===== config.mk =====
export PLATFORM = sky130hd
export DESIGN_NAME = dmem_responder
export DESIGN_NICKNAME = d
export VERILOG_FILES = /design/src/rtl/dmem_pkg.sv /design/src/rtl/dmem_array.sv /design/src/rtl/dmem_responder.sv
export SDC_FILE = /design/constraint.sdc
export NUM_CORES = 2
export LEC_CHECK = 0
export BUFFER_PORTS_ARGS = -buffer_cell sky130_fd_sc_hd__buf_2
export CAP_MARGIN = 5
export CORE_MARGIN = 1.5
export CORE_UTILIZATION = 30
export DETAILED_ROUTE_END_ITERATION = 6
export GPL_ROUTABILITY_DRIVEN = 0
export PLACE_DENSITY_LB_ADDON = 0.12
export SLEW_MARGIN = 20
export SYNTH_ARGS = -nofsm -noshare
export SYNTH_HDL_FRONTEND = slang
export SYNTH_SLANG_ARGS = --single-unit

===== constraint.sdc =====
create_clock -name clk -period 4.55 [get_ports clk]
set_clock_uncertainty 0.1 [all_clocks]
set_input_delay 0.2275 -clock clk [delete_from_list [all_inputs] [get_ports clk]]
set_output_delay 0.2275 -clock clk [all_outputs]
set_load 0.01 [all_outputs]

===== src/rtl/dmem_pkg.sv =====
// dmem_pkg: shared types and constants for the data-memory responder
package dmem_pkg;
    typedef enum logic [1:0] {IDLE, WAIT, RESP} state_e;
    localparam int WORD_WIDTH_DEF = 32;
    localparam int BYTES = WORD_WIDTH_DEF / 8;
    localparam int MAX_LATENCY = 15;
    localparam int CNT_W = $clog2(MAX_LATENCY);
endpackage


===== src/rtl/dmem_array.sv =====
// dmem_array: word RAM with synchronous byte-enabled write and combinational read
module dmem_array #(
    parameter int WORD_WIDTH = 32,
    parameter int DEPTH_WORDS = 128,
    localparam int AW = $clog2(DEPTH_WORDS)
) (
    input  logic                    clk,
    input  logic                    we,
    input  logic [WORD_WIDTH/8-1:0] be,
    input  logic [AW-1:0]           addr,
    input  logic [WORD_WIDTH-1:0]   wdata,
    output logic [WORD_WIDTH-1:0]   rdata
);
    logic [WORD_WIDTH-1:0] mem [DEPTH_WORDS];
    always_ff @(posedge clk) begin
        if (we) begin
            for (int i = 0; i < WORD_WIDTH / 8; i++) begin
                if (be[i]) mem[addr][8*i +: 8] <= wdata[8*i +: 8];
            end
        end
    end
    assign rdata = mem[addr];
endmodule


===== src/rtl/dmem_responder.sv =====
// dmem_responder: fixed-latency load/store target with valid/ready request and response channels
import dmem_pkg::*;
module dmem_responder #(
    parameter int WORD_WIDTH = 32,
    parameter int DEPTH_WORDS = 128,
    parameter int LATENCY = 2
) (
    input  logic                    clk,
    input  logic                    reset,
    input  logic                    req_valid,
    output logic                    req_ready,
    input  logic                    req_we,
    input  logic [WORD_WIDTH-1:0]   req_addr,
    input  logic [WORD_WIDTH-1:0]   req_wdata,
    input  logic [WORD_WIDTH/8-1:0] req_be,
    output logic                    rsp_valid,
    input  logic                    rsp_ready,
    output logic [WORD_WIDTH-1:0]   rsp_rdata,
    output logic                    rsp_err
);
    localparam int NB = WORD_WIDTH / 8;
    localparam int AW = $clog2(DEPTH_WORDS);
    localparam logic [WORD_WIDTH-3:0] DEPTH_IDX = (WORD_WIDTH-2)'(DEPTH_WORDS);
    state_e state_q, state_d;
    logic [CNT_W-1:0] cnt_q, cnt_d;
    logic we_q, we_d;
    logic [WORD_WIDTH-1:0] addr_q, addr_d, wdata_q, wdata_d, rdata_q, rdata_d;
    logic [NB-1:0] be_q, be_d;
    logic err_q, err_d;
    logic c_we, c_err, commit;
    logic [WORD_WIDTH-1:0] c_addr, c_wdata, ram_rdata;
    logic [NB-1:0] c_be;
    // With LATENCY==1 the commit edge is the accept edge, so the live request feeds the RAM
    always_comb begin
        c_we = state_q == IDLE ? req_we : we_q;
        c_addr = state_q == IDLE ? req_addr : addr_q;
        c_wdata = state_q == IDLE ? req_wdata : wdata_q;
        c_be = state_q == IDLE ? req_be : be_q;
        c_err = (c_addr[1:0] != 2'b00) || (c_addr[WORD_WIDTH-1:2] >= DEPTH_IDX);
        state_d = state_q;
        cnt_d = cnt_q;
        we_d = we_q;
        addr_d = addr_q;
        wdata_d = wdata_q;
        be_d = be_q;
        case (state_q)
            IDLE: if (req_valid) begin
                we_d = req_we;
                addr_d = req_addr;
                wdata_d = req_wdata;
                be_d = req_be;
                cnt_d = CNT_W'(LATENCY - 1);
                state_d = LATENCY == 1 ? RESP : WAIT;
            end
            WAIT: begin
                cnt_d = cnt_q - 1'b1;
                if (cnt_q == CNT_W'(1)) state_d = RESP;
            end
            RESP: if (rsp_ready) state_d = IDLE;
            default: state_d = IDLE;
        endcase
        commit = state_d == RESP && state_q != RESP;
        rdata_d = commit ? ((c_we || c_err) ? '0 : ram_rdata) : rdata_q;
        err_d = commit ? c_err : err_q;
    end
    always_ff @(posedge clk or posedge reset) begin
        if (reset) begin
            state_q <= IDLE;
            cnt_q <= '0;
            we_q <= 1'b0;
            addr_q <= '0;
            wdata_q <= '0;
            be_q <= '0;
            rdata_q <= '0;
            err_q <= 1'b0;
        end else begin
            state_q <= state_d;
            cnt_q <= cnt_d;
            we_q <= we_d;
            addr_q <= addr_d;
            wdata_q <= wdata_d;
            be_q <= be_d;
            rdata_q <= rdata_d;
            err_q <= err_d;
        end
    end
    dmem_array #(.WORD_WIDTH(WORD_WIDTH), .DEPTH_WORDS(DEPTH_WORDS)) u_array (
        .clk(clk),
        .we(commit && c_we && !c_err && !reset),
        .be(c_be),
        .addr(c_addr[AW+1:2]),
        .wdata(c_wdata),
        .rdata(ram_rdata)
    );
    assign req_ready = state_q == IDLE && !reset;
    assign rsp_valid = state_q == RESP;
    assign rsp_rdata = rdata_q;
    assign rsp_err = err_q;
endmodule

==> results.py <==
metrics = {
    "run_status": {
        "status": "finished, final reports clean",
    },
    "timing": {
        "slew_headroom_pct": 27.33,
        "slew_viol_final": 0,
        "min_period_ps": 4471,
        "hold_viol_final": 0,
        "rsz0062_at_grt": "false",
        "fmax_mhz": 223.7,
        "fin_crit_sh_pct": 98.25,
        "finalSetupViolCount": 0,
        "tightest_slew_ps": 1080,
        "timing.hold.ws_ps": 87.91,
    },
    "logic_synthesis": {
        "synth_edf_count": 4096,
        "ys_ff_latch": 4204,
        "yosysTopAreaCell": "edfxtp_1",
        "syn-cell-area_mm2": 0.1570,
        "syn_inst": 10210,
        "async_flop_share_pct": 2.569,
        "yosys_most_used_dff": "edfxtp_1",
        "seq_area_frac_synth_pct": 80.05,
        "syn_avg_cell_area_um2": 15.38,
        "synthTopCellsByArea": "edfxtp_1, o22ai_1, nor2_1, nand2_1, dfrtp_1",
        "synth.top_cell.area_share_pct": 78.33,
        "synth_warnings": 0,
        "synthesis.nets": 10290,
        "ys_types": 62,
    },
    "critical_path": {
        "path_max_fanout": 88,
        "slowest_stage": "a2111oi_1",
        "cp-start-kind": "flip-flop",
        "required_ps": 5390,
        "crit_family": "compound AO/OA/AOI/OAI gates",
        "critPathBufInv": 3,
        "critical_path_class": "flip-flop to flip-flop",
        "crit_arrival_ps": 5310,
        "critPathMaxStageDelay_ps": 940,
        "worst_setup_path_end_kind": "flip-flop",
        "cp_cell_sequence": "o21ba_1 -> a32oi_4 -> buf_4 -> buf_12 -> o22a_1 -> o221ai_1 -> or3_1 -> a2111oi_1 -> buf_4 -> o221ai_1 -> o21ai_1",
    },
    "detailed_routing": {
        "drtIter0Drc": 11490,
        "drt_first_pass_iters": 6,
        "wirelength_mm": 603.9,
        "drtAntennaViolNets": 0,
        "wl_per_cell_um": 32.45,
        "vias": 98690,
        "via_per_inst": 5.303,
        "drc": 0,
    },
    "final_layout": {
        "fillers": 49460,
        "final_common_cell": "edfxtp_1",
        "seq_area_mm2": 0.1257,
        "drive_above_1_share_pct": 16.53,
        "utilization_pct": 36.38,
        "multi_input_area_mm2": 0.02908,
        "synthToLayoutAreaGrowth_pct": 20.77,
        "fin_nets": 11340,
        "layout_common_cells": "edfxtp_1, o22ai_1, nor2_1",
        "fin_area_mm2": 0.1896,
    },
    "clock_tree": {
        "clock_latency_ps": 1070,
        "clockBufferDepth": 4,
        "cts_setup_buffers": 0,
        "tritoncts": "yes",
        "cts-root-buf": "clkbuf_16",
        "cts_num_sinks": 4204,
        "cts_buffers": 442,
        "htreeDepth": 5,
        "clk_pin_slew_ps": 60,
    },
    "die": {
        "rows": 265,
        "core_mm2": 0.5212,
        "ios": 108,
        "start_util_pct": 30.13,
        "die_area_mm2": 0.5278,
        "die_h_um": 726.5,
        "die_w_um": 726.5,
    },
    "global_route": {
        "grt_start_max_net_pins": 100,
        "grt_usage_pct": 22.15,
        "grt_pass1_vias": 97120,
        "antenna_found_initial": 61,
        "grt_first_pass_wirelength_mm": 819.3,
        "gr-total-overflow": 0,
    },
    "power_and_ir_drop": {
        "p_per_area_mw_per_mm2": 737.1,
        "fin_total_pwr_mw": 139.8,
        "power_leakage_nw": 60.65,
        "peakVddDrop_v": 0.0004608,
    },
    "place": {
        "dp_hpwl_mm": 409.0,
        "port_buffers": 107,
        "dpl_cell_area_mm2": 0.1735,
    },
    "job": {
        "maxCapViolCount": 0,
    },
    "worst_hold_path": {
        "hp-class": "input port to flip-flop",
    },
}
## synthesized netlist by cell type (all sizes together), types with 108 or more instances
master and number:
dfrtp 108, buf 328, edfxtp 4096, a31oi 150
a21oi 366, nor4 120, o21ai 160, o22ai 1514
a32oi 126, nand2 857, nand3 141, clkbuf 331
mux2i 190, nor2 1466
## report_power, final
part / total (mW) / internal, mW / switching (mW)
registers: 51.8 / 51.1 / 0.745
clock network: 36.7 / 21.2 / 15.5
logic: 51.2 / 13.2 / 38.1
total: 140 / 85.4 / 54.3
## logic make-up after synthesis
logic type               after synthesis  synth area share [%]
AO/OA/AOI/OAI                       2428                 9.644
AND/OR/NAND/NOR                     2642                 6.711
XOR/XNOR                               2               0.01116
multiplexers                         264                 1.742
adder cells (fa/ha/maj)                2               0.01593
flip-flops                          4204                 80.05
buffers and inverters                669                 1.827
## flip-flops by register name, summed over array words and instances, names as in the netlist
register     cells
wdata_q         32
u_array.mem   4096
addr_q          32
rsp_err          1
we_q             1
cnt_q            4
rsp_rdata       32
be_q             4
state_q          2
## worst register-to-register path: stages, from the launching register on
cell and delay [ps]:
dfrtp_1 510, o21ba_1 390, a32oi_4 400, buf_4 290, buf_12 350, o22a_1 350
o221ai_1 110, or3_1 460, a2111oi_1 940, buf_4 240, o221ai_1 110, o21ai_1 150
## layout make-up
type / count / area share (%)
flip-flops and latches: 4204 / 66.28
repair buffers: 1270 / 6.051
diodes: 23 / 0.03035
well taps: 6942 / 4.580
multi-input cells: 5338 / 15.33
clock buffers: 550 / 6.107
clock inverters: 274 / 1.594
inverters: 10 / 0.02243
## worst paths after layout
path,from,endpoint,slack (ps),cells past startpoint
max,state_q[1],rsp_rdata[18],80,11
min,req_be[1],be_q[1],90,3
max reg2reg,state_q[1],rsp_rdata[18],80,11
min reg2reg,wdata_q[7],wdata_q[7],410,1
max in group asynchronous,reset,wdata_q[28],2780,5
min in group asynchronous,reset,wdata_q[17],500,4
## routing by layer
| metal | global-route usage, % | part of all wire (%) | wire length, µm |
|---|---|---|---|
| met1 | 30.59 | 43 | 258200 |
| met2 | 35.22 | 46 | 277600 |
| met3 | 3.911 | 7.3 | 44370 |
| met4 | 7.620 | 3.9 | 23540 |
| met5 | 0 | 0.022 | 130 |
## repair_timing
action / CTS / global route
hold buffers: 143 / 0
resized for setup: 1 / 2
setup endpoints to repair: 8 / 16
endpoints found under the hold margin: 721 / 0
## metrics by stage
| step | instances | setup WS [ps] | TNS, ps |
|---|---|---|---|
| after floorplan | 10210 | 554.5 | 0 |
| after CTS | 18590 | 101.7 | 0 |
| final | 18610 | 79.49 | 0 |
| after global placement | 17620 | 46.70 | 0 |
| after global routing | 18590 | 14.87 | 0 |
| after detailed placement | 17620 | -47.69 | -376.6 |
Note: power is estimated with default switching activity, not from simulation.
